[src/rtl/bist_pkg.sv]
// rtl/bist_pkg.sv - shared types and default parameters for the BIST response analyzer
// Purpose: FSM state encoding and default widths used by bist_response_analyzer.
package bist_pkg;

  localparam int DEF_DW = 8;  // compared RAM word width
  localparam int DEF_AW = 6;  // RAM address tag width
  localparam int DEF_CW = 8;  // fail counter width

  typedef enum logic [1:0] {
    ST_IDLE = 2'd0,
    ST_RUN  = 2'd1,
    ST_DONE = 2'd2
  } bist_state_t;

endpackage

[src/rtl/bist_mask_compare.sv]
// rtl/bist_mask_compare.sv - masked unsigned magnitude compare of golden vs RAM data
// Purpose: purely combinational; compares (data_t & mask) with (ramout & mask).
// Ports:
//   i_data_t  [DW] golden data
//   i_ramout  [DW] data read from RAM under test
//   i_mask    [DW] per-bit compare enable (1 = compared)
//   o_gt/o_eq/o_lt  masked golden >, ==, < masked RAM data (exactly one high)
//   o_diff    [DW] (data_t ^ ramout) & mask, the failing bit positions
module bist_mask_compare #(
  parameter int DW = bist_pkg::DEF_DW
) (
  input  logic [DW-1:0] i_data_t,
  input  logic [DW-1:0] i_ramout,
  input  logic [DW-1:0] i_mask,
  output logic          o_gt,
  output logic          o_eq,
  output logic          o_lt,
  output logic [DW-1:0] o_diff
);

  logic [DW-1:0] w_a;
  logic [DW-1:0] w_b;

  assign w_a    = i_data_t & i_mask;
  assign w_b    = i_ramout & i_mask;
  assign o_gt   = (w_a > w_b);
  assign o_eq   = (w_a == w_b);
  assign o_lt   = (w_a < w_b);
  assign o_diff = (i_data_t ^ i_ramout) & i_mask;

endmodule

[src/rtl/bist_response_analyzer.sv]
// rtl/bist_response_analyzer.sv - BIST session FSM, registered compare result and fail statistics
// Purpose: accepts masked compares during a session, reports each result one
// cycle later and accumulates sticky fail, saturating fail count and the
// address/bits of the first mismatch.
// Ports:
//   i_clk, i_rst             clock, synchronous active-high reset
//   i_start                  open a new session (IDLE/DONE only), clears stats
//   i_cmp_valid              compare inputs valid this cycle
//   i_data_t/i_ramout/i_mask golden data, RAM data, compare mask [DW]
//   i_addr [AW]              address tag of compared word
//   i_last                   final compare of the session
//   o_res_valid, o_gt/eq/lt  registered compare result (held when not valid)
//   o_fail, o_fail_cnt [CW]  sticky fail flag, saturating mismatch count
//   o_first_fail_addr/bits   address and failing bits of first mismatch
//   o_busy, o_done           FSM in RUN / in DONE
module bist_response_analyzer
  import bist_pkg::*;
#(
  parameter int DW = DEF_DW,
  parameter int AW = DEF_AW,
  parameter int CW = DEF_CW
) (
  input  logic          i_clk,
  input  logic          i_rst,
  input  logic          i_start,
  input  logic          i_cmp_valid,
  input  logic [DW-1:0] i_data_t,
  input  logic [DW-1:0] i_ramout,
  input  logic [AW-1:0] i_addr,
  input  logic [DW-1:0] i_mask,
  input  logic          i_last,
  output logic          o_res_valid,
  output logic          o_gt,
  output logic          o_eq,
  output logic          o_lt,
  output logic          o_fail,
  output logic [CW-1:0] o_fail_cnt,
  output logic [AW-1:0] o_first_fail_addr,
  output logic [DW-1:0] o_first_fail_bits,
  output logic          o_busy,
  output logic          o_done
);

  bist_state_t   r_state;
  bist_state_t   w_state_next;
  logic          w_accept;
  logic          w_enter_run;
  logic          w_gt;
  logic          w_eq;
  logic          w_lt;
  logic [DW-1:0] w_diff;

  logic          r_res_valid;
  logic          r_gt;
  logic          r_eq;
  logic          r_lt;
  logic          r_fail;
  logic [CW-1:0] r_fail_cnt;
  logic [AW-1:0] r_first_fail_addr;
  logic [DW-1:0] r_first_fail_bits;

  bist_mask_compare #(.DW(DW)) u_cmp (
    .i_data_t (i_data_t),
    .i_ramout (i_ramout),
    .i_mask   (i_mask),
    .o_gt     (w_gt),
    .o_eq     (w_eq),
    .o_lt     (w_lt),
    .o_diff   (w_diff)
  );

  // Compares only count inside RUN; a start in IDLE/DONE wins over a
  // simultaneous compare because the state is not yet RUN.
  assign w_accept    = (r_state == ST_RUN) && i_cmp_valid;
  assign w_enter_run = (r_state != ST_RUN) && i_start;

  always_ff @(posedge i_clk) begin
    if (i_rst) begin
      r_state <= ST_IDLE;
    end else begin
      r_state <= w_state_next;
    end
  end

  always_comb begin
    w_state_next = r_state;
    o_busy       = 1'b0;
    o_done       = 1'b0;
    case (r_state)
      ST_IDLE: begin
        if (i_start) w_state_next = ST_RUN;
      end
      ST_RUN: begin
        o_busy = 1'b1;
        if (i_cmp_valid && i_last) w_state_next = ST_DONE;
      end
      ST_DONE: begin
        o_done = 1'b1;
        if (i_start) w_state_next = ST_RUN;
      end
      default: w_state_next = ST_IDLE;
    endcase
  end

  always_ff @(posedge i_clk) begin
    if (i_rst) begin
      r_res_valid <= 1'b0;
      r_gt        <= 1'b0;
      r_eq        <= 1'b0;
      r_lt        <= 1'b0;
    end else begin
      r_res_valid <= w_accept;
      if (w_accept) begin
        r_gt <= w_gt;
        r_eq <= w_eq;
        r_lt <= w_lt;
      end
    end
  end

  always_ff @(posedge i_clk) begin
    if (i_rst || w_enter_run) begin
      r_fail            <= 1'b0;
      r_fail_cnt        <= '0;
      r_first_fail_addr <= '0;
      r_first_fail_bits <= '0;
    end else if (w_accept && !w_eq) begin
      r_fail <= 1'b1;
      if (r_fail_cnt != {CW{1'b1}}) r_fail_cnt <= r_fail_cnt + CW'(1);
      // Only the first mismatch of the session is captured.
      if (!r_fail) begin
        r_first_fail_addr <= i_addr;
        r_first_fail_bits <= w_diff;
      end
    end
  end

  assign o_res_valid       = r_res_valid;
  assign o_gt              = r_gt;
  assign o_eq              = r_eq;
  assign o_lt              = r_lt;
  assign o_fail            = r_fail;
  assign o_fail_cnt        = r_fail_cnt;
  assign o_first_fail_addr = r_first_fail_addr;
  assign o_first_fail_bits = r_first_fail_bits;

endmodule

[config.mk]
export PLATFORM = sky130hd
export DESIGN_NAME = bist_response_analyzer
export DESIGN_NICKNAME = d
export VERILOG_FILES = /design/src/rtl/bist_pkg.sv /design/src/rtl/bist_mask_compare.sv /design/src/rtl/bist_response_analyzer.sv
export SDC_FILE = /design/constraint.sdc
export NUM_CORES = 1
export LEC_CHECK = 0
export ABC_CLOCK_PERIOD_IN_PS = 5850
export CAP_MARGIN = 25
export CELL_PAD_IN_SITES_DETAIL_PLACEMENT = 1
export CELL_PAD_IN_SITES_GLOBAL_PLACEMENT = 2
export CORE_AREA = 4 4 83 85
export CTS_CLUSTER_SIZE = 10
export DETAILED_ROUTE_END_ITERATION = 10
export DIE_AREA = 0 0 87 89
export PLACE_DENSITY = 0.87
export SKIP_CTS_REPAIR_TIMING = 1
export SYNTH_ARGS = -nofsm -noshare
export SYNTH_HDL_FRONTEND = slang
export SYNTH_SLANG_ARGS = --single-unit
[constraint.sdc]
create_clock -name i_clk -period 5.85 [get_ports i_clk]
set_input_delay 1.17 -clock i_clk [delete_from_list [all_inputs] [get_ports i_clk]]
set_output_delay 1.17 -clock i_clk [all_outputs]
set_load 0.005 [all_outputs]
# Word level (Yosys, flattened, before mapping)
# Index checks and enable logic that the tools add are counted.
[word_totals]
reg_bits = 29
[op_classes]
n_reduce_logical = 11
n_mux = 5
order_cmp = 2
bitwise = 5
add_sub_neg = 1
n_eq_ne = 7
[ops]
columns = ["cell", "n"]
rows = [
  ["$and A8 B8 Y8", 3],
  ["$add A8 B1 Y8 const B", 1],
  ["$eq A8 B8 Y1", 1],
  ["$gt A8 B8 Y1", 1],
  ["$lt A8 B8 Y1", 1],
  ["$ne A8 B8 Y1 const B", 1],
  ["$xor A8 B8 Y8", 1],
  ["$ne A2 B1 Y1 const B", 3],
  ["$reduce_and A2 Y1", 3],
  ["$logic_and A1 B1 Y1", 4],
  ["$mux W2", 2],
  ["$pmux W2 S2", 1],
  ["$eq A2 B1 Y1 const B", 1],
  ["$eq A2 B2 Y1 const B", 1],
  ["$logic_not A2 Y1", 1],
  ["$mux W1", 2],
  ["$reduce_or A2 Y1", 1],
  ["$logic_not A1 Y1", 1],
  ["$logic_or A1 B1 Y1", 1],
  ["$not A1 Y1", 1],
]

# Depth between registers and ports, before layout
[depth]
depth_word = 5
depth_mapped = 8
mapped_depth_nobuf = 6

# Modules after synthesis
# A second synthesis with hierarchy kept.
[hier_totals]
cells_unflattened = 188
area_unflattened_um2 = 1536.5
[by_module_without_submodules]
columns = ["mod", "instances", "seq_area_each_um2", "cells_each", "area_per_inst_um2"]
rows = [
  ["bist_response_analyzer", 1, 580.6, 135, 1141.1],
  ["bist_mask_compare", 1, 0.0, 53, 395.4],
]

# Worst setup path after synthesis
# No wires, ideal clock.
[synth_path]
kind = "input -> register"
start = "in i_mask[3]"
end = "reg r_first_fail_addr[1] (netlist: o_first_fail_addr[1])"
cell_stages = 8
setup_time_ps = 128
slack_ps = 3106
t_required_ps = 5722
t_arrival_ps = 2616
path_cell_list = "and2_1 -> ha_1 -> and4_1 -> a211o_1 -> buf_2 -> buf_1 -> nand3_1 -> o21ai_0"
[synth_between]
elab_chain_len = 5
[synth_lines]
columns = ["element", "line_no", "source"]
rows = [
  ["start: declaration", "bist_response_analyzer.sv:30", "input logic [DW-1:0] i_mask,"],
  ["$and A8 B8 Y8 (on tied branches)", "bist_mask_compare.sv:24, bist_mask_compare.sv:25", ""],
  ["$eq A8 B8 Y1 (*)", "bist_mask_compare.sv:27", "assign o_eq = (w_a == w_b);"],
  ["$logic_not A1 Y1 (*)", "bist_response_analyzer.sv:127", "end else if (w_accept && !w_eq) begin"],
  ["$logic_and A1 B1 Y1 (*)", "bist_response_analyzer.sv:127", ""],
  ["$reduce_and A2 Y1 (no line) (*)", "--", ""],
  ["end signal: assignment", "bist_response_analyzer.sv:132", "r_first_fail_addr <= i_addr;"],
  ["end: declaration", "bist_response_analyzer.sv:59", "logic [AW-1:0] r_first_fail_addr;"],
]
# Every way passes the cells marked *; elsewhere a longest branch is shown, timed or not.
# A chain may end at the register's enable or synchronous reset.

# Worst setup path in the final report
[layout_path]
start = "in i_mask[3]"
end = "reg r_fail_cnt[5] (netlist: o_fail_cnt[5])"
[layout_between]
elab_chain_len = 5
[layout_lines]
columns = ["element", "line_no", "source"]
rows = [
  ["$and A8 B8 Y8 (on tied branches)", "bist_mask_compare.sv:24, bist_mask_compare.sv:25", ""],
  ["$eq A8 B8 Y1 (*)", "bist_mask_compare.sv:27", ""],
  ["$logic_not A1 Y1 (*)", "bist_response_analyzer.sv:127", ""],
  ["$logic_and A1 B1 Y1 (*)", "bist_response_analyzer.sv:127", ""],
  ["$reduce_and A2 Y1 (no line) (*)", "--", ""],
  ["end signal: assignment", "bist_response_analyzer.sv:129", "if (r_fail_cnt != {CW{1'b1}}) r_fail_cnt <= r_fail_cnt + CW'(1);"],
  ["end: declaration", "bist_response_analyzer.sv:58", "logic [CW-1:0] r_fail_cnt;"],
]
# Marks and branches as above.

==> metrics.md <==
| Metric | Value |
|---|---|
| Sequential fraction of the synthesis area | 0.384 |
| Crit path time final | approximately 3.2 ns |
| Mapped Area | approximately 1500 um2 |
| I/O Pins | 64 |
| Total number of vias | ~1500 |
| Post-Place Setup Slack | between 2 and 2.5 ns |
| Final Util | 0.376 |
| Iter 0 DRT Violations | a little over 60 |
| CP Max Fanout | 16 |
| Synth async-reset ratio | 0 |
| Hold Slack | roughly 0.47 ns |
| Post-synth EDFFs | 0 |
| First-pass GRT wire length | a little over 7 mm |
| Worst-Margin Slew | 0.761 ns |
| Total wire length | approximately 4.5 mm |
| Maximum vdd ir drop | around 0.00012 V |
| Crit Path Class | in2reg |
| Clk_skew | just under 0.009 ns |
| Clk Latency, worst-skew pair | 0.28 ns |
| Port Buffers | 63 |
| Max-slew violation count | 0 |
| Cells after Synth | around 180 |
| Final Cycle Share | 0.545 |
| Endpoints failing setup | 0 |
| Worst hold start | o_first_fail_bits[2]$_SDFFE_PP0P_ |
| Antenna-violating nets left | 0 |
| # diodes | 0 |
| Drc violations | 0 |
| Top FF cell, synth | dfxtp_1 |
| Synth area leader | dfxtp_1 |
| Data required, critical path | between 6 and 7 ns |
| Die Height | 89 um |
| Synth cell count leaders | dfxtp_1 (29), nand3_1 (26), nand2_1 (19), o21ai_0 (13), a21oi_1 (10) |
| Routed WL per cell | about 14 um |
| RSZ-0062 raised after global routing | no |
| PwrDens | ~220 nW/um2 |
| Fin. Hold Viols | 0 |
| Most frequent cell after synthesis | dfxtp_1 |
| CTS Sinks | 29 |
| DR pass1 iterations | 4 |
| Via density per instance | between 4 and 5 |
| Min-Delay Endpoint | o_first_fail_bits[2]$_SDFFE_PP0P_ |
| Sum Neg Setup Slack | 0 ns |
| Status | completed |
| Initial antenna violation count | 0 |
| Seq cells post-synth | 29 |
| Die X-Extent | roughly 87 um |
| Fmax achieved | roughly 310 MHz |
| Deepest clock path buffer count | 2 |
| Syn Area/Cell | ~8.3 um2 |
| # nets final | roughly 290 |
| Reg clk slew, reported paths | about 0.07 ns |
| Final WS setup | approximately 2.7 ns |
| R2r endpoint | o_first_fail_bits[4]$_SDFFE_PP0P_ |
| Cts bufs inserted | 5 |
| Initial Util | 0.244 |
| DP Wirelength | about 3.5 mm |
| Max Cap Violations | 0 |
| CTS tree | yes |
| Worst setup EP type | flip-flop |
| Syn_nets | between 200 and 250 |
| Worst R2R Path Depth | 5 |
| Hold Crit Depth | 2 |
| Rows | 29 |
| Worst Hold Class | reg2reg |
| Final Wtd Congestion | roughly 0.74 |
| Gr ovfl total | 0 |
| Arr. time, crit path | between 3 and 4 ns |
| Worst setup SP type | primary input |
| R2r setup slk | between 3 and 4 ns |
| Number of global-route vias before repair | 1521 |
| Area delta synth->final | 54.1% |
| Ys Warns | 0 |
| Leakage | roughly 0.85 nW |
| Unique cell type count in the Yosys netlist | 40 |
| Largest net degree at the start of global routing | 29 |
| CORE AREA | about 6200 um2 |
| Fillers | between 700 and 800 |
| Worst r2r src | r_state[0]$_SDFFE_PP0P_ |
| Root Buffer | clkbuf_8 |
| Slew margin rel. | 0.493 |
| Synth top area share | 0.384 |
| Synth top area cells | dfxtp_1 (38%), nand3_1 (8.6%), ha_1 (7.4%) |
| CTS H-tree lvls | 2 |
| Die area | slightly below 8000 um2 |
| Share of cells above drive strength 1 | 0.0488 |
| Total track usage | 0.121 |
-- layout make-up --
class                   instances  area (um2)  share of cell area
well taps                      77        96.3              0.0413
repair buffers                 64         638               0.274
inverters                       4        15.0             0.00644
multi-input cells             141         885               0.379
clock inverters                 1        30.0              0.0129
clock buffers                   7        86.3              0.0370
flip-flops and latches         29         581               0.249
-- worst max-delay path by stage --
stage	startpoint	endpoint	slack, ns
final	i_mask[3]	o_fail_cnt[5]$_SDFFE_PP0P_	2.66
after global placement	i_mask[3]	o_fail_cnt[4]$_SDFFE_PP0P_	2.43
after floorplan	i_mask[3]	o_first_fail_addr[1]$_SDFFE_PP0P_	3.11
after detailed placement	i_mask[3]	o_fail_cnt[5]$_SDFFE_PP0P_	2.36
after global routing	i_data_t[7]	o_first_fail_addr[4]$_SDFFE_PP0P_	2.52
after CTS	i_mask[3]	o_fail_cnt[5]$_SDFFE_PP0P_	2.68
-- per-layer routing --
metal	part of all wire	GRT usage	up-vias
met1	0.45	0.151	708
met5	0	0	-
met3	0.062	0.0452	5
met4	0.0098	0.0340	0
li1	-	-	786
met2	0.47	0.197	37
-- cell usage in the layout, fill, tap and decap left out, types with 2 or more instances in the layout --
cell type and count:
inv_1 3, and4_1 2, o31ai_1 3, nand2_1 19
ha_1 9, nand3_1 26, or4_1 3, clkdlybuf4s50_1 63
o211ai_1 3, nor2b_1 3, or3_1 2, o21ai_1 5
o21ai_0 13, nor2_1 8, dfxtp_1 29, a21oi_1 10
xor2_1 8, and2_1 8, clkbuf_8 6
-- metrics by stage --
stage / area [um2] / total power [mW] / std cells
after global routing: 2330 / 0.533 / 323
after floorplan: 1510 / 0.246 / 182
final: 2330 / 0.504 / 323
after CTS: 2330 / 0.514 / 323
after detailed placement: 2210 / 0.293 / 315
after global placement: 2210 / 0.291 / 315
-- critical path, stage by stage --
cell and delay [ns]:
clkdlybuf4s50_1 0.44, and2_1 0.18, ha_1 0.32, and4_1 0.24, a21o_1 0.36, or4_1 0.55
a21oi_1 0.14
-- registers in the layout, summed over array words and instances (netlist names) --
| signal | flops |
|---|---|
| o_first_fail_bits | 8 |
| r_state | 2 |
| o_fail | 1 |
| o_lt | 1 |
| o_fail_cnt | 8 |
| o_eq | 1 |
| o_gt | 1 |
| o_res_valid | 1 |
| o_first_fail_addr | 6 |
-- power breakdown --
group	total, mW	switching, mW	leakage [nW]	internal, mW
Sequential	0.205	0.00330	0.235	0.202
Clock	0.217	0.0785	0.0585	0.139
Combinational	0.0818	0.0375	0.553	0.0442
-- cell families (layout without fill, tap and decap cells) --
kind of cell	count (synthesis)	in the layout	synth area share
AOI/OAI and AO/OA	46	46	0.193
buffers and inverters	12	76	0.0314
DFF	29	29	0.384
adders and majority gates	9	9	0.0744
xor gates and xnor gates	8	8	0.0463
and+or+nand+nor	78	78	0.271
Note: power is estimated with default switching activity, not from simulation.
